File: config.mk
export PLATFORM = sky130hd
export DESIGN_NAME = uart_tx_fifo
export DESIGN_NICKNAME = d
export VERILOG_FILES = /design/src/rtl/uart_tx_fifo.sv
export SDC_FILE = /design/constraint.sdc
export NUM_CORES = 1
export LEC_CHECK = 0
export BUFFER_PORTS_ARGS = -buffer_cell sky130_fd_sc_hd__clkbuf_2
export CAP_MARGIN = 25
export CORE_AREA = 10 10 76 78
export DETAILED_ROUTE_END_ITERATION = 6
export DIE_AREA = 0 0 86 88
export PLACE_DENSITY = 0.77
export SLEW_MARGIN = 15
export SYNTH_ARGS = -nofsm -noshare
export SYNTH_HDL_FRONTEND = slang
export SYNTH_SLANG_ARGS = --single-unit
File: constraint.sdc
create_clock -name clk -period 2.2 [get_ports clk]
set_clock_uncertainty 0.15 [all_clocks]
set_input_delay 0.22 -clock clk [delete_from_list [all_inputs] [get_ports clk]]
set_output_delay 0.22 -clock clk [all_outputs]
set_load 0.02 [all_outputs]
File: src/rtl/uart_tx_fifo.sv
// uart_tx_fifo: UART transmitter fed by a circular transmit FIFO.
// Frames are start, DATA_BITS LSB first, optional parity, STOP_BITS stops; consecutive frames abut.
module uart_tx_fifo #(
    parameter int CLKS_PER_BIT = 4,
    parameter int DATA_BITS    = 8,
    parameter int PARITY       = 0,
    parameter int STOP_BITS    = 1,
    parameter int FIFO_DEPTH   = 4
) (
    input  logic                        clk,
    input  logic                        rst_n,
    input  logic [DATA_BITS-1:0]        data,
    input  logic                        valid,
    output logic                        ready,
    output logic                        txd,
    output logic                        is_send,
    output logic [$clog2(FIFO_DEPTH):0] level
);
    localparam int AW = $clog2(FIFO_DEPTH);
    localparam int CW = $clog2(CLKS_PER_BIT);
    localparam int IW = $clog2(DATA_BITS);

    localparam logic [2:0] S_IDLE   = 3'd0;
    localparam logic [2:0] S_START  = 3'd1;
    localparam logic [2:0] S_DATA   = 3'd2;
    localparam logic [2:0] S_PARITY = 3'd3;
    localparam logic [2:0] S_STOP   = 3'd4;

    localparam logic [AW:0]   PTR_ONE   = (AW+1)'(1);
    localparam logic [CW-1:0] CNT_ONE   = CW'(1);
    localparam logic [CW-1:0] CNT_LAST  = CW'(CLKS_PER_BIT - 1);
    localparam logic [IW-1:0] IDX_ONE   = IW'(1);
    localparam logic [IW-1:0] IDX_LAST  = IW'(DATA_BITS - 1);
    localparam logic          STOP_LAST = 1'(STOP_BITS - 1);

    logic [DATA_BITS-1:0] mem_r [FIFO_DEPTH];
    logic [AW:0]          wr_ptr_r;
    logic [AW:0]          rd_ptr_r;
    logic [2:0]           state_r;
    logic [CW-1:0]        cnt_r;
    logic [IW-1:0]        idx_r;
    logic                 stop_idx_r;
    logic [DATA_BITS-1:0] shreg_r;
    logic                 par_r;
    logic                 txd_r;
    logic                 is_send_r;

    logic                 full_s;
    logic                 empty_s;
    logic                 push_s;
    logic                 pop_s;
    logic                 bit_end_s;
    logic                 frame_end_s;
    logic [DATA_BITS-1:0] head_s;

    function automatic logic parity_bit(input logic [DATA_BITS-1:0] d);
        if (PARITY == 1) begin
            return ~(^d);
        end else begin
            return ^d;
        end
    endfunction

    assign full_s      = (wr_ptr_r[AW-1:0] == rd_ptr_r[AW-1:0]) && (wr_ptr_r[AW] != rd_ptr_r[AW]);
    assign empty_s     = (wr_ptr_r == rd_ptr_r);
    assign ready       = rst_n && !full_s;
    assign push_s      = valid && ready;
    assign bit_end_s   = (cnt_r == CNT_LAST);
    assign frame_end_s = (state_r == S_STOP) && bit_end_s && (stop_idx_r == STOP_LAST);
    // Reload happens from IDLE or straight out of the last stop cycle, so frames never leave a gap.
    assign pop_s       = !empty_s && ((state_r == S_IDLE) || frame_end_s);
    assign head_s      = mem_r[rd_ptr_r[AW-1:0]];
    assign level       = wr_ptr_r - rd_ptr_r;
    assign txd         = txd_r;
    assign is_send     = is_send_r;

    // FIFO pointers; the extra MSB distinguishes full from empty.
    always_ff @(posedge clk) begin
        if (!rst_n) begin
            wr_ptr_r <= '0;
            rd_ptr_r <= '0;
        end else begin
            if (push_s) begin
                wr_ptr_r <= wr_ptr_r + PTR_ONE;
            end
            if (pop_s) begin
                rd_ptr_r <= rd_ptr_r + PTR_ONE;
            end
        end
    end

    // FIFO storage write port.
    always_ff @(posedge clk) begin
        if (push_s) begin
            mem_r[wr_ptr_r[AW-1:0]] <= data;
        end
    end

    // Frame sequencer: txd only changes on bit boundaries.
    always_ff @(posedge clk) begin
        if (!rst_n) begin
            state_r    <= S_IDLE;
            cnt_r      <= '0;
            idx_r      <= '0;
            stop_idx_r <= 1'b0;
            shreg_r    <= '0;
            par_r      <= 1'b0;
            txd_r      <= 1'b1;
            is_send_r  <= 1'b0;
        end else begin
            if ((state_r == S_IDLE) || bit_end_s) begin
                cnt_r <= '0;
            end else begin
                cnt_r <= cnt_r + CNT_ONE;
            end
            case (state_r)
                S_IDLE: begin
                    txd_r     <= 1'b1;
                    is_send_r <= 1'b0;
                end
                S_START: begin
                    if (bit_end_s) begin
                        state_r <= S_DATA;
                        idx_r   <= '0;
                        txd_r   <= shreg_r[0];
                    end
                end
                S_DATA: begin
                    if (bit_end_s) begin
                        if (idx_r == IDX_LAST) begin
                            if (PARITY != 0) begin
                                state_r <= S_PARITY;
                                txd_r   <= par_r;
                            end else begin
                                state_r    <= S_STOP;
                                stop_idx_r <= 1'b0;
                                txd_r      <= 1'b1;
                            end
                        end else begin
                            idx_r   <= idx_r + IDX_ONE;
                            shreg_r <= shreg_r >> 1;
                            txd_r   <= shreg_r[1];
                        end
                    end
                end
                S_PARITY: begin
                    if (bit_end_s) begin
                        state_r    <= S_STOP;
                        stop_idx_r <= 1'b0;
                        txd_r      <= 1'b1;
                    end
                end
                S_STOP: begin
                    if (bit_end_s) begin
                        if (stop_idx_r != STOP_LAST) begin
                            stop_idx_r <= stop_idx_r + 1'b1;
                        end else if (!pop_s) begin
                            state_r   <= S_IDLE;
                            txd_r     <= 1'b1;
                            is_send_r <= 1'b0;
                        end
                    end
                end
                default: begin
                    state_r   <= S_IDLE;
                    txd_r     <= 1'b1;
                    is_send_r <= 1'b0;
                end
            endcase
            // A pop overrides whatever the current state decided: load the next word and start.
            if (pop_s) begin
                shreg_r   <= head_s;
                par_r     <= parity_bit(head_s);
                state_r   <= S_START;
                txd_r     <= 1'b0;
                is_send_r <= 1'b1;
            end
        end
    end
endmodule

# --- Word-level counts from Yosys, hierarchy flattened ---
# Memories as Yosys holds them, arrays and structs flattened. A register that Yosys moved wholly into a read port is not among the register bits.
# Index checks and enable logic that the tools add are counted.
totals:
  ff_bits: 25
  ramBits: 32
  input_bits: 11
  out_inout_bits: 6
  elab_cells: 108
  mem_count: 1
mem_list:
  columns: ["memory", "depth", "word_bits", "rd", "rd_ports_with_merged_regs", "wr", "line_no", "source"]
  rows:
  - ["mem_r", 4, 8, 1, 1, 1, "36", "logic [DATA_BITS-1:0] mem_r [FIFO_DEPTH];"]
classes:
  addsub: 6
  eq_ne: 25
  n_mux: 38
  bitwise: 3
  n_reduce_logical: 25
op_table:
  columns: ["operator", "n"]
  rows:
  - ["$mux W8", 4]
  - ["$mux W3", 9]
  - ["$mux W1", 18]
  - ["$ne A2 B2 Y1 const B", 9]
  - ["$ne A3 B3 Y1 const B", 6]
  - ["$pmux W3 S5", 1]
  - ["$reduce_and A7 Y1", 2]
  - ["$reduce_and A5 Y1", 2]
  - ["$add A3 B1 Y3 const B", 3]
  - ["$eq A3 B2 Y1 const B", 2]
  - ["$eq A3 B3 Y1 const B", 2]
  - ["$logic_and A1 B1 Y1", 6]
  - ["$pmux W3 S2", 1]
  - ["$reduce_and A3 Y1", 2]
  - ["$reduce_bool A2 Y1", 3]
  - ["$mux W2", 2]
  - ["$pmux W1 S4", 1]
  - ["$reduce_and A4 Y1", 1]
  - ["$reduce_or A2 Y1", 2]
  - ["$eq A3 B1 Y1 const B", 1]
  - ["$eq A3 B3 Y1", 1]
  - ["$logic_not A3 Y1", 1]
  - ["$not A1 Y1", 3]
  - ["$pmux W1 S3", 1]
  - ["12 further kinds", 14]

# --- Logic depth before layout (Yosys ltp) ---
logic_depth:
  depth_word: 7
  mapped_depth: 7
  mapped_depth_nobuf: 6

# --- Worst setup path after synthesis ---
# OpenSTA, ideal clock, no wires.
synth_path:
  kind: "reg-to-reg"
  start: "reg wr_ptr_r[0]"
  end: "reg rd_ptr_r[2]"
  setup_time_ps: 59
  arrival_ps: 1747
  required_ps: 1991
  setup_slack_ps: 244
  stages_incl_launch_ff: 7
  n_path_buf: 0
  period_less_slack_ps: 1956
  path_cell_list: "dfxtp_1 inv_1 ha_1 and2_1 a211o_1 or4_1 nand2_1"
synth_via:
  elab_chain_cells: 3
synth_lines:
  columns: ["element", "line_no", "source"]
  rows:
  - ["start: declaration", "37", "logic [AW:0] wr_ptr_r;"]
  - ["start signal: assignment", "84", "wr_ptr_r <= wr_ptr_r + PTR_ONE;"]
  - ["$eq A3 B3 Y1", "65", "assign empty_s = (wr_ptr_r == rd_ptr_r);"]
  - ["$logic_not A1 Y1", "71", "assign pop_s = !empty_s && ((state_r == S_IDLE) || frame_end_s);"]
  - ["$logic_and A1 B1 Y1", "71", null]
  - ["end signal: assignment", "87", "rd_ptr_r <= rd_ptr_r + PTR_ONE;"]
  - ["end: declaration", "38", "logic [AW:0] rd_ptr_r;"]
# Every way passes these cells.
# A chain may end at the register's enable or synchronous reset.

# --- Worst setup path in the final report ---
layout_path:
  start: "reg wr_ptr_r[0]"
  end: "out level[2]"
layout_via:
  elab_chain_cells: 1
layout_lines:
  columns: ["element", "line_no", "source"]
  rows:
  - ["$sub A3 B3 Y3", "73", "assign level = wr_ptr_r - rd_ptr_r;"]
  - ["end: declaration", "17", "output logic [$clog2(FIFO_DEPTH):0] level"]
# Every way passes these cells.

==> flow_summary.ini <==
[synth]
syn_nets = 211
synth.avg_cell_area_um2 = 13.1
syn_area_um2 = 2480
synth-async-reset-ratio = 0
synth_ff_type = edfxtp_1
ys_types = 38
ys_top_cells_by_count = edfxtp_1 (32), dfxtp_1 (26), a21oi_1 (16)
syn_inst = 189
synth_edf_count = 32
yosys.area.top_type = edfxtp_1
synth_top_area_frac = 0.387
synth_seq_area_share = 0.597
yosysMostFrequentCell = edfxtp_1
yosysWarnings = 0
synth_area_leaders = edfxtp_1 (39%), dfxtp_1 (21%), mux4_2 (7.3%)
ys_seq_elements = 58

[routing]
drc = 0
ant_nets = 0
avgRoutedWirePerCell_um = 16.0
drtIter0Drc = 94
avgViaCountPerCell = 5.53
drt-total-wl_mm = 4.39
vias = 1521
drt_pre_antenna_iters = 4

[clock_network]
clk_latency_ns = 0.33
cts_tree = built
clockBufferDepth = 2
clockRootBuffer = clkbuf_8
clock-sinks = 58
cts_htree_levels = 3
cts_made_buffers = 9
clk_pin_slew_worst_paths_ns = 0.06
cts_setup_buffers = 0

[floorplanning]
row_count = 24
ioPinCount = 17
fp.dieW_um = 86
start_util = 0.578
die_h_um = 88
die_area_um2 = 7570
core_um2 = 4290

[global_route]
antenna_found_initial = 0
grt_max_degree = 18
grt-ovfl-total = 0
grtUsageTotal = 0.129
grt_pass1_vias = 1590
grt_pass1_wl_mm = 7.47

[worst_setup_path]
crit_family = adder cells
cp-startpoint = wr_ptr_r[0]$_SDFFE_PN0N_
worst-r2r-setup-slack_ns = 0.16
required_ns = 1.83
crit_path_top_delay_cell = fa_1
rr_worst_depth = 7
crit_path_max_incr_delay_ns = 0.39
path_buf_inv = 2
crit_fanout = 5
timing.rr.end = shreg_r[1]$_SDFFE_PN0P_
rr_startpoint = rd_ptr_r[1]$_SDFFE_PN0P_
arrival_ns = 1.71
crit_chain = inv_1, ha_1, fa_1, xnor2_1, buf_2
cp-start-kind = flip-flop
endpoint_kind = output pin
worst-setup-path-type = flip-flop to output pin

[sta]
rsz0062_at_grt = false
relSlewSlack = 0.636
final.min_clock_period_ns = 2.08
clock.fmax_ghz = 0.481
setup_viol = 0
post-route-period-util = 0.945
hold_viol = 0
tightest_slew_ns = 0.544
timing.setup.tns_ns = 0
drv_slew = 0

[power_and_ir_drop]
irDropWorstVdd_mv = 0.602
cellPowerDensity_nw_per_um2 = 1110
p_leak_uw = 0.00114
finalPower_uw = 3190

[status]
status = complete, no violations

[place]
dpl.hpwl_mm = 3.14
globalplace.congestion = 0.826
dp_cells = 251
portBuffers = 16

[hold_path]
whs_endpoint = wr_ptr_r[0]$_SDFFE_PN0N_
hold_class = input port to flip-flop
hold_depth = 3
hold_start = valid

[run]
maxCapViolCount = 0

[cells_and_area]
antenna_cells = 0
drive_gt1_frac = 0.202
final_cells = 275
layout.nets = 240
syn2layout_area_growth_pct = 15.6
final_util = 0.668
n_fill_cell = 319
power by group:
part	total (uW)	leakage [uW]	internal, uW	switching (uW)
sequential	1460	0.000504	1310	150
combinational	814	0.000542	374	441
clock	923	0.0000893	519	404
total	3190	0.00114	2200	994
flip-flops by register name, summed over array words and instances (netlist names), named ones only:
signal,count
cnt_r,2
idx_r,3
is_send,1
mem_r,32
rd_ptr_r,3
shreg_r,8
state_r,3
txd,1
wr_ptr_r,3
cell type report:
class	instances	area [um^2]	area share
clock buffer	11	131	0.0458
clock inverter	5	55.1	0.0192
inverter	10	37.5	0.0131
multi-input combinational	112	913	0.318
sequential	58	1480	0.517
tap	52	65.1	0.0227
timing repair buffer	27	183	0.0637
placed cells by master, fill, tap and decap left out, drive strengths merged, types with 3 or more instances in the layout:
| cell | synthesis | layout |
|---|---|---|
| nor2 | 8 | 8 |
| ha | 10 | 10 |
| edfxtp | 32 | 32 |
| nand2 | 11 | 11 |
| and2 | 3 | 3 |
| xnor2 | 4 | 4 |
| nor2b | 3 | 3 |
| inv | 10 | 10 |
| o2111ai | 3 | 3 |
| mux4 | 8 | 8 |
| o21ai | 9 | 9 |
| dfxtp | 26 | 26 |
| mux2i | 10 | 10 |
| nor3 | 4 | 4 |
| a21oi | 16 | 16 |
| buf | 4 | 4 |
| dlygate4sd3 | 0 | 8 |
| clkbuf | 5 | 26 |
| and3 | 3 | 3 |
metal layers:
| layer | routed length [um] | up-vias | track usage |
|---|---|---|---|
| met5 | 0 | - | 0 |
| met1 | 1850 | 729 | 0.138 |
| li1 | - | 763 | - |
| met4 | 46 | 0 | 0.0674 |
| met3 | 137 | 5 | 0.0436 |
| met2 | 2360 | 24 | 0.223 |
tightest hold or removal path, stage by stage:
cell and delay [ns]:
clkbuf_2 0.12, nand2_1 0.12, mux2i_1 0.09
worst max-delay path by stage:
stage | to | slack (ns) | cells after the start
after CTS | level[2] | 0.01 | 5
after global routing | level[2] | 0.01 | 5
after detailed placement | shreg_r[1]$_SDFFE_PN0P_ | 0.13 | 7
final | level[2] | 0.12 | 5
after floorplan | rd_ptr_r[2]$_SDFFE_PN0P_ | 0.24 | 6
after global placement | flip-flop | 0.18 | 6
logic make-up after synthesis:
logic type               after synthesis  share of synthesized area
adder cells (fa/ha/maj)               11                     0.0585
multiplexers                          18                      0.113
XOR/XNOR                               4                     0.0141
flip-flops                            58                      0.597
buffers and inverters                 19                     0.0343
AND/OR/NAND/NOR                       41                     0.0863
AO/OA/AOI/OAI                         38                     0.0964
per-stage QoR:
step	worst slack (ns)	area [um^2]	hold WS, ns
finish	0.120	2870	0.116
CTS	0.0123	2870	0.109
global route	0.0121	2870	0.107
global placement	0.184	2600	0.268
detailed placement	0.128	2600	0.287
floorplan	0.244	2480	0.169
what timing repair did:
| action | 4_1_cts | 5_1_grt |
|---|---|---|
| hold endpoints to repair | 32 | 0 |
| resized for setup | 0 | 2 |
| setup endpoints to repair | 0 | 14 |
| hold buffers | 8 | 0 |
Power figures use the tool's default switching activity.
